## config.mk

```make
export PLATFORM = sky130hd
export DESIGN_NAME = hint_solver
export DESIGN_NICKNAME = d
export VERILOG_FILES = /design/src/rtl/hint_solver_pkg.sv /design/src/rtl/hint_solver_timer.sv /design/src/rtl/hint_solver.sv
export SDC_FILE = /design/constraint.sdc
export NUM_CORES = 1
export LEC_CHECK = 0
export CAP_MARGIN = 20
export CORE_MARGIN = 2
export CORE_UTILIZATION = 35
export CTS_BUF_LIST = sky130_fd_sc_hd__clkbuf_16
export CTS_CLUSTER_DIAMETER = 100
export DETAILED_ROUTE_END_ITERATION = 16
export PLACE_DENSITY_LB_ADDON = 0.12
export SETUP_SLACK_MARGIN = 0.5
export SYNTH_ARGS = -nofsm -noshare
export SYNTH_HDL_FRONTEND = slang
export SYNTH_SLANG_ARGS = --single-unit
```

## constraint.sdc

```tcl
create_clock -name clk -period 2.4 [get_ports clk]
set_clock_uncertainty 0.05 [all_clocks]
set_input_delay 0.6 -clock clk [delete_from_list [all_inputs] [get_ports clk]]
set_output_delay 0.6 -clock clk [all_outputs]
set_load 0.05 [all_outputs]
```

## src/rtl/hint_solver_pkg.sv

```systemverilog
// -----------------------------------------------------------------------------
// hint_solver_pkg
// Shared types and constants for the AND/OR hint game solver.
//   solver_state_t : FSM state encoding for hint_solver
//   ATT_W / ATT_MAX: attempt counter width and saturation value
//   W_DEFAULT      : default password / guess / hint width
// -----------------------------------------------------------------------------
package hint_solver_pkg;

    localparam int ATT_W     = 8;
    localparam int ATT_MAX   = 255;
    localparam int W_DEFAULT = 6;

    typedef enum logic [2:0] {
        IDLE,
        PROBE_REQ,
        PROBE_WAIT,
        CONFIRM_REQ,
        CONFIRM_WAIT,
        DONE
    } solver_state_t;

endpackage : hint_solver_pkg

```

## src/rtl/hint_solver_timer.sv

```systemverilog
// -----------------------------------------------------------------------------
// hint_solver_timer
// Wait-state watchdog. Counts cycles while enabled; expired_o is high on the
// cycle that is the LIMIT-th counted cycle since the last clear, so the owner
// can abort on that same edge.
// Ports:
//   clk, rst_n : clock, asynchronous active-low reset
//   clr_i      : synchronous clear to zero (wins over en_i)
//   en_i       : count this cycle
//   expired_o  : current cycle completes LIMIT waiting cycles
// -----------------------------------------------------------------------------
module hint_solver_timer #(
    parameter int LIMIT = 255
) (
    input  logic clk,
    input  logic rst_n,
    input  logic clr_i,
    input  logic en_i,
    output logic expired_o
);

    localparam int CNT_W = $clog2(LIMIT + 1);

    logic [CNT_W-1:0] count_q;
    logic [CNT_W-1:0] count_d;

    always_comb begin
        count_d = count_q;
        if (clr_i) begin
            count_d = '0;
        end else if (en_i) begin
            count_d = count_q + 1'b1;
        end
    end

    // The count holds cycles already waited; the current waiting cycle is
    // the (count_q+1)-th, hence the compare against LIMIT-1.
    assign expired_o = (count_q == CNT_W'(LIMIT - 1));

    // NOTE: state flops use non-blocking assignments so every flop samples
    // pre-edge values regardless of block ordering.
    always_ff @(posedge clk or negedge rst_n) begin
        if (!rst_n) begin
            count_q <= '0;
        end else begin
            count_q <= count_d;
        end
    end

endmodule : hint_solver_timer

```

## src/rtl/hint_solver.sv

```systemverilog
// -----------------------------------------------------------------------------
// hint_solver
// Initiator side of the AND/OR hint game. Probes the hint checker, deduces the
// stored W-bit password from the returned hints, then submits the deduced value
// as a confirming guess and reports the outcome.
//
// Ports:
//   clk, rst_n              : clock, asynchronous active-low reset
//   go                      : start a solve (accepted only in IDLE or DONE)
//   guess_valid/guess       : guess offered to the checker
//   guess_ready             : checker accepts when guess_valid & guess_ready
//   hint_valid              : and_hint/or_hint valid this cycle
//   and_hint/or_hint        : password & guess, password | guess
//   busy                    : solve in progress
//   done                    : level, high in DONE until next go or reset
//   success/error           : confirm outcome (error also on timeout)
//   found                   : deduced password
//   attempts                : accepted guesses this solve, saturating
//
// Build option HINT_SOLVER_SHORTCUT_EN: when defined the probe phase is one
// all-zero guess whose or_hint is the password itself (2 attempts total);
// otherwise W one-hot probes recover one bit each (W+1 attempts total).
// -----------------------------------------------------------------------------
module hint_solver
    import hint_solver_pkg::*;
#(
    parameter int W       = W_DEFAULT,
    parameter int TIMEOUT = 255
) (
    input  logic             clk,
    input  logic             rst_n,
    input  logic             go,
    output logic             guess_valid,
    output logic [W-1:0]     guess,
    input  logic             guess_ready,
    input  logic             hint_valid,
    input  logic [W-1:0]     and_hint,
    input  logic [W-1:0]     or_hint,
    output logic             busy,
    output logic             done,
    output logic             success,
    output logic             error,
    output logic [W-1:0]     found,
    output logic [ATT_W-1:0] attempts
);

    localparam int IDX_W = (W > 1) ? $clog2(W) : 1;
    localparam logic [IDX_W-1:0] IDX_LAST = IDX_W'(W - 1);

    solver_state_t    state_q,    state_d;
    logic [IDX_W-1:0] idx_q,      idx_d;
    logic [W-1:0]     found_q,    found_d;
    logic [ATT_W-1:0] attempts_q, attempts_d;
    logic             done_q,     done_d;
    logic             success_q,  success_d;
    logic             error_q,    error_d;

    logic             timer_clr;
    logic             timer_en;
    logic             timer_expired;
    logic [ATT_W-1:0] attempts_inc;

    hint_solver_timer #(
        .LIMIT(TIMEOUT)
    ) u_timer (
        .clk      (clk),
        .rst_n    (rst_n),
        .clr_i    (timer_clr),
        .en_i     (timer_en),
        .expired_o(timer_expired)
    );

    assign attempts_inc = (attempts_q == ATT_W'(ATT_MAX)) ? attempts_q
                                                          : attempts_q + 1'b1;

    always_comb begin
        // NOTE: every combinational output gets a default first so no path
        // through the case leaves it unassigned (which would infer a latch).
        state_d     = state_q;
        idx_d       = idx_q;
        found_d     = found_q;
        attempts_d  = attempts_q;
        done_d      = done_q;
        success_d   = success_q;
        error_d     = error_q;
        timer_clr   = 1'b0;
        timer_en    = 1'b0;
        guess_valid = 1'b0;
        guess       = '0;

        unique case (state_q)
            IDLE, DONE: begin
                if (go) begin
                    state_d    = PROBE_REQ;
                    idx_d      = '0;
                    found_d    = '0;
                    attempts_d = '0;
                    done_d     = 1'b0;
                    success_d  = 1'b0;
                    error_d    = 1'b0;
                    timer_clr  = 1'b1;
                end
            end

            PROBE_REQ: begin
                guess_valid = 1'b1;
`ifdef HINT_SOLVER_SHORTCUT_EN
                guess       = '0;
`else
                guess       = W'(1) << idx_q;
`endif
                if (guess_ready) begin
                    attempts_d = attempts_inc;
                    state_d    = PROBE_WAIT;
                    timer_clr  = 1'b1;
                end
            end

            PROBE_WAIT: begin
                if (hint_valid) begin
`ifdef HINT_SOLVER_SHORTCUT_EN
                    // password | 0 is the password itself.
                    found_d = or_hint;
                    state_d = CONFIRM_REQ;
`else
                    // A one-hot probe exposes exactly one password bit.
                    found_d[idx_q] = and_hint[idx_q];
                    if (idx_q == IDX_LAST) begin
                        state_d = CONFIRM_REQ;
                    end else begin
                        idx_d   = idx_q + 1'b1;
                        state_d = PROBE_REQ;
                    end
`endif
                end else if (timer_expired) begin
                    state_d   = DONE;
                    done_d    = 1'b1;
                    error_d   = 1'b1;
                    success_d = 1'b0;
                end else begin
                    timer_en = 1'b1;
                end
            end

            CONFIRM_REQ: begin
                guess_valid = 1'b1;
                guess       = found_q;
                if (guess_ready) begin
                    attempts_d = attempts_inc;
                    state_d    = CONFIRM_WAIT;
                    timer_clr  = 1'b1;
                end
            end

            CONFIRM_WAIT: begin
                if (hint_valid) begin
                    state_d = DONE;
                    done_d  = 1'b1;
                    // Both hints equal the guess only when guess == password.
                    if ((and_hint == found_q) && (or_hint == found_q)) begin
                        success_d = 1'b1;
                    end else begin
                        error_d = 1'b1;
                    end
                end else if (timer_expired) begin
                    state_d   = DONE;
                    done_d    = 1'b1;
                    error_d   = 1'b1;
                    success_d = 1'b0;
                end else begin
                    timer_en = 1'b1;
                end
            end

            default: begin
                state_d = IDLE;
            end
        endcase
    end

    always_ff @(posedge clk or negedge rst_n) begin
        if (!rst_n) begin
            state_q    <= IDLE;
            idx_q      <= '0;
            found_q    <= '0;
            attempts_q <= '0;
            done_q     <= 1'b0;
            success_q  <= 1'b0;
            error_q    <= 1'b0;
        end else begin
            state_q    <= state_d;
            idx_q      <= idx_d;
            found_q    <= found_d;
            attempts_q <= attempts_d;
            done_q     <= done_d;
            success_q  <= success_d;
            error_q    <= error_d;
        end
    end

    // guess_valid/guess decode straight from state_q, so they drop the moment
    // reset forces the state register back to IDLE.
    assign busy     = (state_q != IDLE) && (state_q != DONE);
    assign done     = done_q;
    assign success  = success_q;
    assign error    = error_q;
    assign found    = found_q;
    assign attempts = attempts_q;

endmodule : hint_solver

```

Yosys cells after proc, flatten, opt, wreduce, memory -nomap -nowiden
Cells that the tools add are included.

operators by class
  $add $sub $neg = 3
  order comparisons = 2
  equal/unequal tests = 21
  shift-type cells = 1
  multiplexer cells = 49
  reduce and logical (&&, ||, !) cells = 19

operators by type and width
  kind                                                 number
  2-to-1 mux 8 bit                                     5
  2-to-1 mux 3 bit                                     9
  one-hot mux 6 bit (2 select lines)                   2
  2-to-1 mux 1 bit                                     20
  adder 8 x 1 -> 8 bit (second input constant)         2
  == test 8 bit (second input constant)                2
  one-hot mux 8 bit (2 select lines)                   1
  AND reduction 4 bit                                  4
  one-hot mux 3 bit (5 select lines)                   1
  inequality test 2 bit (second input constant)        7
  == test 6 bit                                        2
  2-to-1 mux 6 bit                                     2
  == test 3 bit (second input constant)                3
  inequality test 3 bit (second input constant)        3
  one-hot mux 1 bit (3 select lines)                   3
  AND reduction 3 bit                                  3
  bitwise mux 6 bit                                    1
  == test 3 x 2 -> 1 bit (second input constant)       2
  one-hot mux 3 bit (2 select lines)                   1
  nonzero test 2 bit                                   3
  nonzero test 3 bit                                   2
  OR reduction 2 bit                                   3
  << shifter 1 x 3 -> 6 bit (first input constant)     1
  < comparator 3 x 4 -> 1 bit (second input constant)  1
  10 further kinds                                     12

word-level totals
  register bits = 31
  word-level logic and storage cells = 103

Depth between registers and ports, before layout
Gate-level depths: netlist of the first run.

  depth in word-level cells = 7
  gate-level depth with buffers = 9
  gate-level depth less buffers = 7

Hierarchy
From an unflattened synthesis of the first run, not the netlist that was laid out.

unflattened totals
  cell total of the unflattened synthesis = 232
  area, all modules = 2035.7 um^2

by module, submodules not included
  module             instances  cells each  area each (um^2)
  hint_solver        1          191         1625.3
  hint_solver_timer  1          41          410.4

Least setup slack after synthesis of the first run
No wires, ideal clock.

  path type = register to output
  start = reg idx_q[1]
  end = out guess[5]
  arrival = 1.769 ns
  required time = 1.750 ns
  slack = -0.019 ns
  cell stages (with the launch flop) = 8
  buffers on the path = 1
  path through = dfrtp_1 clkbuf_1 inv_1 ha_1 nand2_1 nor2_1 a21oi_1 nor2_1

between the ends
  longest elaborated chain between the ends = 2

RTL lines
  element                             RTL line            source
  start, declared                     hint_solver.sv:51   logic [IDX_W-1:0] idx_q, idx_d;
  start signal, assigned              hint_solver.sv:192  idx_q <= idx_d;
  << shifter 1 x 3 -> 6 bit           hint_solver.sv:110  guess = W'(1) << idx_q;
  one-hot mux 6 bit (2 select lines)  hint_solver.sv:91   unique case (state_q)
  end, declared                       hint_solver.sv:34   output logic [W-1:0] guess,

No other way between the ends.

Final worst setup path of the first run
Same ends and word-level chain as after synthesis.

==> flow_summary.yaml, run 1 <==
run:
  drv_cap: 0
status:
  outcome: "finished, final reports clean"
floorplan:
  rows: 28
  design.portCount: 42
  core_area_sq_mm: 0.00582
  fp.dieH_um: 81.1
  start_util_pct: 35.7
  die-width_um: 81.1
  die-area_sq_mm: 0.00657
sta:
  drv_slew: 0
  rsz0062_at_grt: "yes"
  min_period_ns: 2.16
  worst_pin_slew_ns: 0.496
  fin_crit_sh_pct: 89.9
  hold_viol_final: 0
  fmax_ghz: 0.464
  setup_viol: 0
  slew_headroom_pct: 66.8
yosys:
  ys_seq_area_share_pct: 37.3
  synth_nets: 266
  yosys.area_share.simple_pct: 26.7
  synth_xor_area_share_pct: 2.53
  synth_edf_count: 0
  synth_top_family_by_area: "simple AND/OR/NAND/NOR gates"
  synth-compound-area-share_pct: 20.2
  synthCells: 241
  synthTopCellsByArea: "dfrtp_1 (37%), ha_1 (4.8%), nand3_1 (4.6%)"
  syn_area_sq_mm: 0.00208
  synth_area_leader_cell: "dfrtp_1"
  syn_avg_cell_area_sq_um: 8.62
  synthMuxAreaShare_pct: 2.95
  synthFlopType: "dfrtp_1"
  async_reset_ff_share_pct: 100
  yosys.area.top_type_share_pct: 37.3
  synth_warnings: 0
  ys_ff_latch: 31
  synth_adder_area_share_pct: 4.82
  synth_cell_types: 52
placement:
  gp_congestion: 0.757
  dp_hpwl_um: 4110
  numPortBuffers: 41
  placed_cell_area_sq_mm: 0.00283
clocking:
  htreeDepth: 2
  cts.path.max_buffers: 2
  cts_sinks: 31
  cts_buffers: 5
  clockRootBuffer: "clkbuf_16"
  cts_tree: "done"
  hold_buffers: 0
  clk_pin_slew_ns: 0.05
  clkLatencyLatePin_ns: 0.28
layout:
  layout_commonest_cell: "buf_4"
  area_growth_pct: 79.8
  num-fill-cells: 483
  drive_gt1_share_pct: 48.0
  final_cell_mix: "buf_4 (48), dfrtp_1 (26), nand3_1 (19)"
  n_antenna_cell: 0
  fin_area_sq_mm: 0.00374
  finalNetCount: 366
  fin_util_pct: 64.2
global_routing:
  overflow: 0
  grt_max_degree: 32
  grt_pass1_wl_um: 10000
  antenna_found_initial: 0
  grtUsageTotal_pct: 20.0
  grt_pass1_vias: 2119
critical_path:
  worst_setup_path_end_kind: "output port"
  startpoint_type: "flop"
  required_ns: 1.75
  critPathMaxFanout: 5
  worstSetupPathType: "flop to output port"
  critPathArrivalTime_ns: 1.51
worst_hold_path:
  hp-class: "flop to flop"
power:
  p_per_area_mw_per_mm2: 1090
  max-vdd-ir-drop_v: 0.000747
  leakage_nw: 1.56
routing:
  drc_errors: 0
  wl_per_cell_um: 16.7
  firstDrtPassIters: 5
  vias_per_cell: 5.42
  drtIter0Drc: 61
  drt-total-wl_um: 6950
  dr_total_vias: 2260
  ant_nets: 0
## Yosys cell counts (4+ instances only)
cell type	instances
o31ai_1	8
o21ai_0	10
nor2_1	25
or4_1	5
dfrtp_1	31
nand3_1	19
inv_1	10
nor3_1	8
buf_2	6
nand2_1	18
a21oi_1	15
ha_1	8
or3_1	7
a22oi_1	4
nor2b_1	4
xnor2_1	4
mux2i_1	5
## where the power goes
| group | total (W) | leakage, nW | internal, W | switching [W] |
|---|---|---|---|---|
| registers | 0.000767 | 0.415 | 0.000617 | 0.000150 |
| logic | 0.00258 | 1.06 | 0.00122 | 0.00136 |
| clock network | 0.000721 | 0.0812 | 0.000484 | 0.000238 |
| total | 0.00407 | 1.56 | 0.00232 | 0.00175 |
## cell type report
type	instances	area, sq um	share of cell area (%)
sequential	31	785	21.0
timing repair buffer	105	1000	26.8
inverter	11	51.3	1.37
clock buffer	5	125	3.35
tap	75	93.8	2.51
multi-input combinational	187	1640	44.0
clock inverter	3	38.8	1.04
## metal layers
layer  wire length (um)  global-route usage (%)
met1               3160                    25.7
met2               3460                    34.5
met3                229                    3.11
met4                101                    5.59
met5                  0                       0
## logic make-up (layout without fill, tap and decap cells)
kind of cell	count (synthesis)	count (layout)
mux	6	6
flops	31	31
fa+ha+maj	8	8
simple gates	106	106
buf+inv	24	124
xor+xnor	6	6
compound gates	60	61
## repair_timing
item | 4_1_cts | 5_1_grt
cloned | 1 | 0
pin swaps | 27 | 26
setup buffers | 26 | 14
resized for setup | 95 | 55
endpoints found under the setup margin | 49 | 38
## critical path, stage by stage, from the launching register on
cell and delay [ns]:
dfrtp_2 0.45, inv_4 0.09, ha_4 0.19, nand2_4 0.07, nor2_4 0.12, a21oi_2 0.06
nor2_4 0.11, buf_12 0.14
## flip-flops by register name (all words and copies together) (netlist names)
register,cells
state_q,3
found,6
u_timer.count_q,8
attempts,8
success,1
done,1
error,1
idx_q,3
## worst paths after layout
kind | cells after the start | from | end | slack [ns]
hold / removal | 2 | success | success | 0.42
min in group asynchronous | 2 | rst_n | u_timer.count_q[2] | 0.67
setup / recovery | 7 | idx_q[1] | guess[5] | 0.24
max in group asynchronous | 2 | rst_n | idx_q[2] | 1.30
setup reg to reg | 8 | state_q[1] | found[2] | 0.33
hold reg to reg | 2 | success | success | 0.42
## metrics by stage
step                power [W]  setup TNS, ns  hold WS (ns)  cells  setup slack [ns]
detailed placement    0.00242       -0.00897         0.413    368          -0.00576
global placement      0.00242       -0.00296         0.405    368          -0.00296
global route          0.00425              0         0.462    417             0.193
finish                0.00407              0         0.415    417             0.243
CTS                   0.00367              0         0.419    403             0.221
floorplan             0.00183              0         0.254    241             0.475
(Power assumes the default switching activity.)
==> run 2: changes to the inputs <==
--- a/config.mk
+++ b/config.mk
@@ -13,6 +13,7 @@
 export DETAILED_ROUTE_END_ITERATION = 16
 export PLACE_DENSITY_LB_ADDON = 0.12
 export SETUP_SLACK_MARGIN = 0.5
+export SKIP_LAST_GASP = 1
 export SYNTH_ARGS = -nofsm -noshare
 export SYNTH_HDL_FRONTEND = slang
 export SYNTH_SLANG_ARGS = --single-unit
==> results of run 2 <==
The final DEF is identical to that of run 1; final timing and power are the same.
==> run 3: changes to the inputs <==
--- a/config.mk
+++ b/config.mk
@@ -11,9 +11,11 @@
 export CTS_BUF_LIST = sky130_fd_sc_hd__clkbuf_16
 export CTS_CLUSTER_DIAMETER = 100
 export DETAILED_ROUTE_END_ITERATION = 16
+export HOLD_SLACK_MARGIN = 0.05
 export PLACE_DENSITY_LB_ADDON = 0.12
 export SETUP_SLACK_MARGIN = 0.5
 export SKIP_LAST_GASP = 1
 export SYNTH_ARGS = -nofsm -noshare
 export SYNTH_HDL_FRONTEND = slang
+export SYNTH_HIERARCHICAL = 1
 export SYNTH_SLANG_ARGS = --single-unit
==> run 3 against run 2 <==
Flip-flop and latch count stayed put. Synthesized cell count is 3.7% lower. Design area is 9.7% lower. Worst setup slack better by 0.014 ns. Sequential power is 14% higher. Critical endpoint unchanged. Via count is 3.3% lower.
==> flow_summary.yaml, run 3 <==
sta:
  setup_viol: 0
  fin_crit_sh_pct: 89.3
  fin_ws_ns: 0.257
  hold_viol_final: 0
  tns_ns: 0
  slew_headroom_pct: 66.8
  min_period_ns: 2.14
  drv_slew: 0
  fmax_ghz: 0.467
  rsz0062_at_grt: "yes"
  worst_pin_slew_ns: 0.500
floorplan:
  start_util_pct: 36.5
  rows: 27
  fp.dieH_um: 80.3
  die-area_sq_mm: 0.00644
  die-width_um: 80.3
  design.portCount: 42
  core_area_sq_mm: 0.00557
placement:
  dp_hpwl_um: 3870
  numPortBuffers: 41
  dpl.cell_count: 352
  gp_congestion: 0.848
  placed_cell_area_sq_mm: 0.00272
  dp_slack_ns: 0.0358
power:
  seqPwrFrac_pct: 20.3
  p_per_area_mw_per_mm2: 1280
  power.clock.fraction_pct: 13.9
  switching_power_w: 0.00200
  internal-power_w: 0.00231
  power_switching_share_pct: 46.4
  leakage_nw: 1.41
  pwr-share-comb_pct: 65.8
  max-vdd-ir-drop_v: 0.000946
yosys:
  synth.top_cells.by_count: "dfrtp_1 (31), a21oi_1 (20), nor2_1 (18)"
  synthMuxAreaShare_pct: 1.97
  synth_area_leader_cell: "dfrtp_1"
  synthCells: 232
  post-synth-top-count-cell: "dfrtp_1"
  synthFlopType: "dfrtp_1"
  synth_xor_area_share_pct: 3.01
  yosys.area.top_type_share_pct: 38.1
  synth_cell_types: 47
  syn_area_sq_mm: 0.00204
  syn_avg_cell_area_sq_um: 8.77
  synth_nets: 257
  synth-compound-area-share_pct: 20.3
  async_reset_ff_share_pct: 100
  yosys.area_share.simple_pct: 25.9
  ys_ff_latch: 31
  synth_top_family_by_area: "simple AND/OR/NAND/NOR gates"
  synth_warnings: 6
  synthTopCellsByArea: "dfrtp_1 (38%), a21oi_1 (4.9%), ha_1 (4.9%)"
  synth_adder_area_share_pct: 5.41
  ys_seq_area_share_pct: 38.1
  synth_edf_count: 0
layout:
  multi_input_area_sq_mm: 0.00146
  fin_area_sq_mm: 0.00337
  final-seq-area_sq_um: 785
  final_cell_mix: "buf_4 (40), dfrtp_1 (24), a21oi_1 (17)"
  finalNetCount: 343
  drive_gt1_share_pct: 39.8
  n_antenna_cell: 0
  fin_cells: 391
  layout_commonest_cell: "buf_4"
  num-fill-cells: 477
  area_growth_pct: 65.6
routing:
  dr_total_vias: 2186
  drc_errors: 0
  wl_per_cell_um: 16.2
  vias_per_cell: 5.59
  ant_nets: 0
  drt-total-wl_um: 6350
  drtIter0Drc: 161
  firstDrtPassIters: 4
global_routing:
  antenna_found_initial: 0
  grt_pass1_wl_um: 9980
  grtUsageTotal_pct: 20.0
  grt_max_degree: 32
  grt_pass1_vias: 2034
  overflow: 0
critical_path:
  required_ns: 1.75
  timing.rr.end: "error"
  endpoint: "guess[5]"
  critPathMaxFanout: 4
  regToRegSetupSlack_ns: 0.50
  startpoint_type: "flop"
  startpoint: "idx_q[1]"
  r2r_cells: 6
  worstReg2RegStart: "state_q[1]"
  worstSetupPathType: "flop to output port"
  worst_setup_path_end_kind: "output port"
  critPathArrivalTime_ns: 1.49
worst_hold_path:
  hp-class: "flop to flop"
status:
  outcome: "finished, final reports clean"
clocking:
  clockRootBuffer: "clkbuf_16"
  cts.path.max_buffers: 2
  hold_buffers: 0
  clk_pin_slew_ns: 0.05
  cts_tree: "done"
  cts_sinks: 31
  cts_buffers: 5
  clkLatencyLatePin_ns: 0.28
  htreeDepth: 2
run:
  drv_cap: 0
## run 3: cell types whose count changed in the layout (fill, tap and decap cells not counted), sizes merged, moves of 5 or more
cell           delta
nor3              -7
nand3             -5
a21oi             +5
nor2              -7
clkdlybuf4s15     -5
nand4             +9
buf              -14
clkbuf            +5
## run 3: how the worst min path moves through the flow
stage	start	endpoint	slack, ns	cells past startpoint
2_1_floorplan	rst_n	attempts[0]	0.25	0
3_3_place_gp	done	done	0.45	2
3_5_place_dp	done	done	0.45	2
4_1_cts	done	done	0.46	2
5_1_grt	done	done	0.51	2
6_report	done	done	0.49	2
## run 3: layout make-up
cell class / count / area share (%)
inverter: 11 / 1.30
tap: 72 / 2.67
sequential: 31 / 23.3
multi-input combinational: 178 / 43.3
clock inverter: 3 / 0.371
timing repair buffer: 91 / 25.3
clock buffer: 5 / 3.71
## run 3: logic make-up after synthesis
kind of cell,Yosys count
muxes,4
AOI/OAI and AO/OA,63
xor gates and xnor gates,7
DFF,31
buffers and inverters,23
and+or+nand+nor,95
adders and majority gates,9
## run 3: metal layers
metal  global-route usage, %  part of all wire [%]  routed length, um
met2                    29.5                    46               2900
met4                    8.31                   2.2                138
met3                    4.49                   6.3                400
met5                       0                     0                  0
met1                    28.2                    46               2900
## run 3: what timing repair did
action | in CTS | in global routing
resized for setup | 67 | 57
pin swaps | 9 | 18
setup buffers | 18 | 13
endpoints found under the hold margin | 0 | 0
endpoints found under the setup margin | 41 | 29
## run 3: critical path, cell delays in order, from the launching register on
cell     delay (ns)
dfrtp_1        0.39
inv_2          0.14
ha_4           0.17
and3_4         0.20
a21oi_4        0.04
nor2_4         0.12
buf_8          0.15
## run 3: power by group through the flow
stage	Sequential [W]	Combinational (W)	Clock (W)
final	0.000875	0.00284	0.000601
after global routing	0.000895	0.00303	0.000632
after CTS	0.000838	0.00246	0.000611
after detailed placement	0.000870	0.00202	0
after global placement	0.000868	0.00201	0
after floorplan	0.000990	0.00117	0
## run 3: per-stage QoR
step	hold WS, ns	power (W)	util (%)
6_report	0.488	0.00431	60.5
3_5_place_dp	0.454	0.00289	48.8
3_3_place_gp	0.449	0.00288	48.8
5_1_grt	0.506	0.00455	60.5
4_1_cts	0.459	0.00391	55.8
2_1_floorplan	0.254	0.00216	-
